**config.mk**
```make
export PLATFORM = sky130hd
export DESIGN_NAME = btn_debounce_multi_flat
export DESIGN_NICKNAME = d
export VERILOG_FILES = /design/src/rtl/btn_pkg.sv /design/src/rtl/btn_debounce_multi_if.sv /design/src/rtl/btn_debounce_chan.sv /design/src/rtl/btn_debounce_multi.sv /design/src/flat_wrapper.sv
export SDC_FILE = /design/constraint.sdc
export NUM_CORES = 1
export LEC_CHECK = 0
export BUFFER_PORTS_ARGS = -buffer_cell sky130_fd_sc_hd__buf_2
export CORE_MARGIN = 3
export CORE_UTILIZATION = 60
export DETAILED_ROUTE_END_ITERATION = 7
export GPL_ROUTABILITY_DRIVEN = 0
export PLACE_DENSITY_LB_ADDON = 0.08
export SLEW_MARGIN = 15
export SYNTH_ARGS = -nofsm -noshare
export SYNTH_HDL_FRONTEND = slang
export SYNTH_SLANG_ARGS = --single-unit
```
**constraint.sdc**
```tcl
create_clock -name clk -period 5.5 [get_ports clk]
set_input_delay 0.55 -clock clk [delete_from_list [all_inputs] [get_ports clk]]
set_output_delay 0.55 -clock clk [all_outputs]
set_load 0.01 [all_outputs]
```
**src/rtl/btn_pkg.sv**
```systemverilog
// Shared constants and helpers for the button debouncer.
//   CLK_FREQ_HZ / SAMPLE_HZ  : system clock and filter sample rate
//   TICK_DIV_DEFAULT         : clk cycles per sample tick
//   DEBOUNCE_MS / LONG_MS    : default debounce and long-press times
//   cnt_width()              : bits needed to hold 0..max_val
package btn_pkg;

   localparam int CLK_FREQ_HZ      = 50_000_000;
   localparam int SAMPLE_HZ        = 1000;
   localparam int TICK_DIV_DEFAULT = CLK_FREQ_HZ / SAMPLE_HZ;
   localparam int DEBOUNCE_MS      = 20;
   localparam int LONG_MS          = 1000;

   function automatic int cnt_width(input int max_val);
      return (max_val < 1) ? 1 : $clog2(max_val + 1);
   endfunction

endpackage

```
**src/rtl/btn_debounce_multi_if.sv**
```systemverilog
// Button bundle between board pins and the debouncer.
//   btn_in      : raw asynchronous pins (driven by the pin side / master)
//   btn_level   : debounced level, 1 = pressed
//   btn_press   : 1-cycle pulse on accepted press
//   btn_release : 1-cycle pulse on accepted release
//   btn_long    : 1-cycle pulse when the hold reaches the long threshold
//   btn_held    : high while pressed beyond the long threshold
interface btn_debounce_multi_if #(
   parameter int NUM_BTN = 4
);
   logic [NUM_BTN-1:0] btn_in;
   logic [NUM_BTN-1:0] btn_level;
   logic [NUM_BTN-1:0] btn_press;
   logic [NUM_BTN-1:0] btn_release;
   logic [NUM_BTN-1:0] btn_long;
   logic [NUM_BTN-1:0] btn_held;

   modport master (
      output btn_in,
      input  btn_level, btn_press, btn_release, btn_long, btn_held
   );

   modport slave (
      input  btn_in,
      output btn_level, btn_press, btn_release, btn_long, btn_held
   );
endinterface

```
**src/rtl/btn_debounce_chan.sv**
```systemverilog
// One debouncer channel: 2-FF synchroniser, consecutive-sample filter and
// long-press timer, all advancing on the shared sample_tick.
//   clk, rst     : system clock, synchronous active-high reset
//   sample_tick  : one-cycle strobe from the shared prescaler
//   pin          : raw asynchronous pin
//   level_o      : debounced level, 1 = pressed
//   press_o      : 1-cycle pulse on accepted press
//   release_o    : 1-cycle pulse on accepted release
//   long_o       : 1-cycle pulse when the hold reaches LONG_SAMPLES ticks
//   held_o       : high while pressed and the long threshold is reached
module btn_debounce_chan
   import btn_pkg::*;
#(
   parameter int STABLE_SAMPLES = 20,
   parameter int LONG_SAMPLES   = 1000,
   parameter int ACTIVE_LOW     = 1
) (
   input  logic clk,
   input  logic rst,
   input  logic sample_tick,
   input  logic pin,
   output logic level_o,
   output logic press_o,
   output logic release_o,
   output logic long_o,
   output logic held_o
);

   localparam int DW = cnt_width(STABLE_SAMPLES);
   localparam int HW = cnt_width(LONG_SAMPLES);

   localparam logic          INACTIVE  = (ACTIVE_LOW != 0);
   localparam logic [DW-1:0] DIFF_LAST = DW'(STABLE_SAMPLES - 1);
   localparam logic [HW-1:0] HOLD_MAX  = HW'(LONG_SAMPLES);
   localparam logic [HW-1:0] HOLD_LAST = HW'(LONG_SAMPLES - 1);

   logic          sync1_q, sync1_d;
   logic          sync2_q, sync2_d;
   logic          level_q, level_d;
   logic [DW-1:0] diff_cnt_q, diff_cnt_d;
   logic [HW-1:0] hold_cnt_q, hold_cnt_d;
   logic          press_q, press_d;
   logic          release_q, release_d;
   logic          long_q, long_d;
   logic          raw;

   // Normalise polarity so raw = 1 means pressed.
   assign raw = sync2_q ^ INACTIVE;

   always_comb begin
      sync1_d    = pin;
      sync2_d    = sync1_q;
      level_d    = level_q;
      diff_cnt_d = diff_cnt_q;
      hold_cnt_d = hold_cnt_q;
      press_d    = 1'b0;
      release_d  = 1'b0;
      long_d     = 1'b0;
      if (sample_tick) begin
         if (raw == level_q) begin
            diff_cnt_d = '0;
         end else if (diff_cnt_q == DIFF_LAST) begin
            level_d    = raw;
            diff_cnt_d = '0;
            press_d    = raw;
            release_d  = ~raw;
         end else begin
            diff_cnt_d = diff_cnt_q + DW'(1);
         end

         // The press acceptance tick sees level_q=0 and so does not count;
         // the release acceptance tick clears the hold instead of counting.
         if (release_d) begin
            hold_cnt_d = '0;
         end else if (level_q && (hold_cnt_q != HOLD_MAX)) begin
            hold_cnt_d = hold_cnt_q + HW'(1);
            long_d     = (hold_cnt_q == HOLD_LAST);
         end
      end
   end

   always_ff @(posedge clk) begin
      if (rst) begin
         sync1_q    <= INACTIVE;
         sync2_q    <= INACTIVE;
         level_q    <= 1'b0;
         diff_cnt_q <= '0;
         hold_cnt_q <= '0;
         press_q    <= 1'b0;
         release_q  <= 1'b0;
         long_q     <= 1'b0;
      end else begin
         sync1_q    <= sync1_d;
         sync2_q    <= sync2_d;
         level_q    <= level_d;
         diff_cnt_q <= diff_cnt_d;
         hold_cnt_q <= hold_cnt_d;
         press_q    <= press_d;
         release_q  <= release_d;
         long_q     <= long_d;
      end
   end

   assign level_o   = level_q;
   assign press_o   = press_q;
   assign release_o = release_q;
   assign long_o    = long_q;
   assign held_o    = level_q && (hold_cnt_q == HOLD_MAX);

endmodule

```
**src/rtl/btn_debounce_multi.sv**
```systemverilog
// Multi-channel key debouncer: one shared sample-tick prescaler feeding
// NUM_BTN independent debouncer channels.
//   clk, rst : system clock, synchronous active-high reset
//   bus      : button bundle (raw pins in; level/press/release/long/held out)
module btn_debounce_multi
   import btn_pkg::*;
#(
   parameter int NUM_BTN        = 4,
   parameter int TICK_DIV       = TICK_DIV_DEFAULT,
   parameter int STABLE_SAMPLES = DEBOUNCE_MS * SAMPLE_HZ / 1000,
   parameter int LONG_SAMPLES   = LONG_MS * SAMPLE_HZ / 1000,
   parameter int ACTIVE_LOW     = 1
) (
   input logic                 clk,
   input logic                 rst,
   btn_debounce_multi_if.slave bus
);

   localparam int TW = cnt_width(TICK_DIV - 1);
   localparam logic [TW-1:0] TICK_LAST = TW'(TICK_DIV - 1);

   if (NUM_BTN < 1 || TICK_DIV < 2 || STABLE_SAMPLES < 1 || LONG_SAMPLES < 1) begin : g_bad_param
      $error("btn_debounce_multi: parameter out of range");
   end

   logic [TW-1:0] tick_cnt_q, tick_cnt_d;
   logic          sample_tick;

   assign sample_tick = (tick_cnt_q == TICK_LAST);

   always_comb begin
      tick_cnt_d = sample_tick ? '0 : tick_cnt_q + TW'(1);
   end

   always_ff @(posedge clk) begin
      if (rst) tick_cnt_q <= '0;
      else     tick_cnt_q <= tick_cnt_d;
   end

   logic [NUM_BTN-1:0] level_w, press_w, release_w, long_w, held_w;

   for (genvar i = 0; i < NUM_BTN; i++) begin : g_chan
      btn_debounce_chan #(
         .STABLE_SAMPLES (STABLE_SAMPLES),
         .LONG_SAMPLES   (LONG_SAMPLES),
         .ACTIVE_LOW     (ACTIVE_LOW)
      ) u_chan (
         .clk         (clk),
         .rst         (rst),
         .sample_tick (sample_tick),
         .pin         (bus.btn_in[i]),
         .level_o     (level_w[i]),
         .press_o     (press_w[i]),
         .release_o   (release_w[i]),
         .long_o      (long_w[i]),
         .held_o      (held_w[i])
      );
   end

   assign bus.btn_level   = level_w;
   assign bus.btn_press   = press_w;
   assign bus.btn_release = release_w;
   assign bus.btn_long    = long_w;
   assign bus.btn_held    = held_w;

endmodule
```
**src/flat_wrapper.sv**
```systemverilog
// flat-port wrapper written by rule: the top's interface ports become plain ports
module btn_debounce_multi_flat import btn_pkg::*;
#(
   parameter int NUM_BTN        = 4,
   parameter int TICK_DIV       = TICK_DIV_DEFAULT,
   parameter int STABLE_SAMPLES = DEBOUNCE_MS * SAMPLE_HZ / 1000,
   parameter int LONG_SAMPLES   = LONG_MS * SAMPLE_HZ / 1000,
   parameter int ACTIVE_LOW     = 1
)
  (clk, rst, bus_btn_in, bus_btn_level, bus_btn_press, bus_btn_release, bus_btn_long, bus_btn_held);
  btn_debounce_multi_if #(.NUM_BTN(NUM_BTN)) bus_i ();
  input logic clk;
  input logic rst;
  input wire logic [$bits(bus_i.btn_in)-1:0] bus_btn_in;
  output wire logic [$bits(bus_i.btn_level)-1:0] bus_btn_level;
  output wire logic [$bits(bus_i.btn_press)-1:0] bus_btn_press;
  output wire logic [$bits(bus_i.btn_release)-1:0] bus_btn_release;
  output wire logic [$bits(bus_i.btn_long)-1:0] bus_btn_long;
  output wire logic [$bits(bus_i.btn_held)-1:0] bus_btn_held;
  assign bus_i.btn_in = bus_btn_in;
  assign bus_btn_level = bus_i.btn_level;
  assign bus_btn_press = bus_i.btn_press;
  assign bus_btn_release = bus_i.btn_release;
  assign bus_btn_long = bus_i.btn_long;
  assign bus_btn_held = bus_i.btn_held;
  btn_debounce_multi #(.NUM_BTN(NUM_BTN), .TICK_DIV(TICK_DIV), .STABLE_SAMPLES(STABLE_SAMPLES), .LONG_SAMPLES(LONG_SAMPLES), .ACTIVE_LOW(ACTIVE_LOW)) u_core (.clk(clk), .rst(rst), .bus(bus_i));
endmodule
```
Yosys cells after proc, flatten, opt, wreduce, memory -nomap -nowiden
Index checks and enable logic that the tools add are counted.
{"block": "word_totals", "reg_bits": 100, "output_inout_bits": 20}
{"block": "op_classes", "bitwise_logic": 17, "n_mux": 28, "reduce_logical": 30, "addsub": 9, "eq_ne": 21}
{"op": "== test 10 bit (second input constant)", "count": 8}
{"op": "2-to-1 mux 10 bit", "count": 8}
{"op": "adder 10 x 1 -> 10 bit (second input constant)", "count": 4}
{"op": "2-to-1 mux 5 bit", "count": 8}
{"op": "inequality test 10 bit (second input constant)", "count": 4}
{"op": "OR reduction 4 bit", "count": 8}
{"op": "adder 5 x 1 -> 5 bit (second input constant)", "count": 4}
{"op": "== test 5 bit (second input constant)", "count": 4}
{"op": "NOT 1 bit", "count": 17}
{"op": "adder 16 x 1 -> 16 bit (second input constant)", "count": 1}
{"op": "== test 16 bit (second input constant)", "count": 1}
{"op": "2-to-1 mux 1 bit", "count": 12}
{"op": "AND reduction 3 bit", "count": 4}
{"op": "logical AND 1 bit", "count": 8}
{"op": "AND reduction 2 bit", "count": 4}
{"op": "nonzero test 2 bit", "count": 4}
{"op": "== test 1 bit", "count": 4}
{"op": "OR reduction 2 bit", "count": 2}

Depth between registers and ports, before layout
{"block": "logic_depth", "depth_word": 6, "ltp_mapped": 9}

By module
Synthesis repeated with hierarchy kept, for this count alone.
{"block": "unflattened", "cells_unflattened": 608, "area_unflattened_um2": 5191.2}
{"mod": "btn_debounce_chan", "area_per_inst_um2": 1118.6, "cells_per_inst": 133, "instances": 4}
{"mod": "btn_debounce_multi", "area_per_inst_um2": 716.9, "cells_per_inst": 76, "instances": 1}

Worst setup path before layout
Ideal clock, no wire load.
{"block": "synth_timing", "path_type": "reg-to-reg", "from": "register u_core.tick_cnt_q[0]", "to": "register u_core.g_chan[3].u_chan.hold_cnt_q[1]", "required_ps": 5430, "setup_slack_ps": 3580, "path_buffers": 1, "period_less_slack_ps": 1920, "setup_time_ps": 70, "arrival_ps": 1849, "stages_incl_launch_ff": 8, "path_cell_list": "dfxtp_1 ha_1 and3_1 buf_2 nand4_4 a211o_4 or3b_1 a21oi_1"}
{"block": "synth_via", "elab_chain_cells": 2}
{"element": "start: declaration", "line": "btn_debounce_multi.sv:26", "rtl": "logic [TW-1:0] tick_cnt_q, tick_cnt_d;"}
{"element": "start signal: assignment", "line": "btn_debounce_multi.sv:37", "rtl": "else tick_cnt_q <= tick_cnt_d;"}
{"element": "== test 16 bit", "line": "btn_debounce_multi.sv:29", "rtl": "assign sample_tick = (tick_cnt_q == TICK_LAST);"}
{"element": "AND reduction 2 bit (no line)"}
{"element": "end signal: assignment", "line": "btn_debounce_chan.sv:97", "rtl": "hold_cnt_q <= hold_cnt_d;"}
{"element": "end: declaration", "line": "btn_debounce_chan.sv:41", "rtl": "logic [HW-1:0] hold_cnt_q, hold_cnt_d;"}
Every way passes these cells.
A chain may end at the register's enable or synchronous reset.

Worst setup path in the final report
{"block": "layout_timing", "from": "register u_core.tick_cnt_q[0]", "to": "register u_core.g_chan[2].u_chan.diff_cnt_q[4]"}
{"block": "layout_via", "elab_chain_cells": 1}
{"element": "== test 16 bit", "line": "btn_debounce_multi.sv:29"}
{"element": "end signal: assignment", "line": "btn_debounce_chan.sv:96", "rtl": "diff_cnt_q <= diff_cnt_d;"}
{"element": "end: declaration", "line": "btn_debounce_chan.sv:40", "rtl": "logic [DW-1:0] diff_cnt_q, diff_cnt_d;"}
Every way passes these cells.

==> reports/qor.csv <==
stage;metric;value;unit
power_and_ir_drop;Leak Pwr;1.78;nW
power_and_ir_drop;power per cell area;237;mW/mm2
die;chip height;97.0;um
synth;Yosys cell types;54;
sta;worst relative slew slack;47.2;%
drt;DRT iter0 DRCs;146;
synth;Synth Cell Area;0.00496;mm2
die;I/O pin count;26;
cts;post_cts resized;0;
power_and_ir_drop;total power;1.23;mW
cts;CTS Buffer Depth;2;
synth;sequential-to-total area share from yosys stat;40.3;%
drt;DR vias;4012;
cells_and_area;most frequent cells in the layout;100 x dfxtp_1, 62 x nand2_1, 45 x nor2_1;
sta;Setup violations, final;0;
cts;clock latency on the worst-skew pair;0.36;ns
critical_path;type of the worst setup path;reg2reg;
cts;CTS clk-pin slew, worst paths;0.10;ns
sta;Fin. Hold Viols;0;
placement;IO buf count;25;
grt;pin count of the biggest net entering global routing;39;
synth;Post-synth EDFFs;0;
drt;WL met2;4.66;mm
drt;# DRC;0;
synth;asr flop ratio synth;0;%
sta;final worst path period share;49.8;%
sta;unrepaired setup endpoints after global routing;no;
die;Die W;97.0;um
cells_and_area;Final nets;593;
drt;highest routed layer;met4;
cts;CTS tree;built;
cts;CTS hold repair buffers;0;
drt;WL met3;295;um
grt;initial antenna violation count;0;
grt;vias in the first global route;3775;
die;Initial Utilization;62.9;%
die;core area;0.00789;mm2
placement;Final HPWL DP;6.67;mm
cells_and_area;final core occ;65.8;%
critical_path;critical-path maximum fanout;27;
grt;Tot GR Track Use;20.7;%
drt;met1 WL;4.74;mm
die;Die ar.;0.00940;mm2
cells_and_area;Area Growth Syn to Fin;4.46;%
synth;syn_nets;601;
cells_and_area;ant diodes;0;
sta;Worst-Margin Slew;0.789;ns
cts;CTS H-tree depth;3;
sta;sum of negative setup slack;0;ns
synth;Mapped Cells;582;
synth;#FFs+latches synth;100;
sta;FMAX;365;MHz
cells_and_area;commonest non-fill, non-tap cell in the layout;dfxtp_1;
cts;CTS root buf;clkbuf_8;
critical_path;crit path launch type;flop;
drt;Routed WL;9.80;mm
hold_path;worst hold path class;in2reg;
critical_path;CP endpoint kind;flop;
synth;Synth warnings;0;
power_and_ir_drop;Peak VDD IR;0.151;mV
drt;first-pass iteration count of the detailed router;4;
flow_run;Max-Cap Viols;0;
cts;cts bufs inserted;9;
cts;clock sinks;100;
die;# rows;32;
synth;Top FF cell, synth;dfxtp_1;
critical_path;Worst EP required;5.77;ns
drt;Routed Antenna Nets;0;
cts;postcts setup bufs;0;
sta;fin crit period;2.74;ns
cells_and_area;layout cell share with drive strength beyond 1;11.6;%
grt;first-pass GRT wire length;16.7;mm
drt;Routed WL per cell;14.4;um
sta;Max Slew Vio Count;0;
status;outcome;finished clean;
critical_path;Arrival @ worst endpoint;3.01;ns
synth;mean post-synth cell area;8.53;um2
grt;grt ovf;0;
sta;Clock Skew;0.0159;ns
drt;DR vias/cell;5.90;
-- flip-flops by register name, summed over array words and instances, names as in the netlist --
| register | flops |
|---|---|
| u_core.g_chan.u_chan.diff_cnt_q | 20 |
| u_core.g_chan.u_chan.sync2_q | 4 |
| u_core.g_chan.u_chan.hold_cnt_q | 40 |
| u_core.tick_cnt_q | 16 |
| u_core.g_chan.u_chan.long_o | 4 |
| u_core.g_chan.u_chan.press_o | 4 |
| u_core.g_chan.u_chan.level_o | 4 |
| u_core.g_chan.u_chan.sync1_q | 4 |
| u_core.g_chan.u_chan.release_o | 4 |
-- final timing paths --
path,startpoint,cells past startpoint,endpoint,slack [ns]
worst min-delay path,bus_btn_in[1],2,u_core.g_chan[1].u_chan.sync1_q$_SDFF_PP1_,0.37
worst max register to register,u_core.tick_cnt_q[0]$_SDFF_PP0_,6,u_core.g_chan[2].u_chan.diff_cnt_q[4]$_SDFFE_PP0N_,2.76
worst max-delay path,u_core.tick_cnt_q[0]$_SDFF_PP0_,6,u_core.g_chan[2].u_chan.diff_cnt_q[4]$_SDFFE_PP0N_,2.76
worst min register to register,u_core.g_chan[2].u_chan.sync1_q$_SDFF_PP1_,1,u_core.g_chan[2].u_chan.sync2_q$_SDFF_PP1_,0.42
-- metal layers --
layer / vias up / GRT usage (%)
met5: - / 0
met4: 0 / 5.94
met3: 8 / 4.83
met2: 46 / 34.9
met1: 1889 / 26.5
li1: 2069 / -
-- through the flow --
stage,setup slack (ns),instances,hold WS (ns),instance area (um2)
after floorplan,3.58,582,0.389,4960
after global placement,2.70,665,0.394,4970
after detailed placement,2.56,665,0.394,4970
after CTS,2.49,680,0.355,5170
after global routing,2.43,680,0.360,5190
final,2.76,680,0.366,5190
-- logic make-up (layout without fill, tap and decap cells) --
group,after synthesis,in the layout,synth area share [%]
compound gates,120,120,16.1
xor+xnor,19,19,3.35
fa+ha+maj,13,13,3.28
buf+inv,68,64,6.85
flops,100,100,40.3
mux,2,2,0.428
simple gates,260,260,29.6
-- cell type report --
type,instances,area [um2]
multi-input combinational,414,2640
sequential,100,2000
fill,670,2700
clock buffer,11,151
inverter,23,86.3
clock inverter,4,48.8
timing repair buffer,26,133
tap,102,128
-- Yosys cell counts (4+ instances only) --
cell type / instances / area, um2
a211oi_1: 8 / 60.1
a21oi_1: 32 / 160
a311oi_1: 20 / 175
a41oi_1: 4 / 35.0
and3_1: 16 / 100
buf_2: 5 / 25.0
buf_4: 21 / 158
clkbuf_1: 18 / 67.6
dfxtp_1: 100 / 2000
ha_1: 13 / 163
inv_1: 23 / 86.3
nand2_1: 62 / 233
nand2b_1: 16 / 100
nand3_1: 37 / 185
nand3b_1: 4 / 30.0
nand4_1: 7 / 43.8
nor2_1: 45 / 169
nor3_1: 12 / 60.1
nor4_1: 14 / 87.6
nor4b_4: 4 / 95.1
o21ai_0: 27 / 135
o22ai_1: 5 / 31.3
o31ai_1: 5 / 37.5
or2_2: 8 / 50.1
or3_1: 11 / 68.8
xnor2_1: 9 / 78.8
xor2_1: 10 / 87.6
-- critical path, stage by stage (launching register included) --
cell and delay (ns):
dfxtp_1 0.37, ha_1 0.20, and3_1 0.27, nand4_4 0.45, nor2_1 0.73, nand3_1 0.32, o31ai_1 0.30
-- report_power, final --
part	switching, mW	internal (mW)	total [mW]
logic	0.0155	0.00713	0.0226
registers	0.00344	0.728	0.731
clock network	0.240	0.232	0.473
No activity file was read; power rests on OpenSTA's default activity.
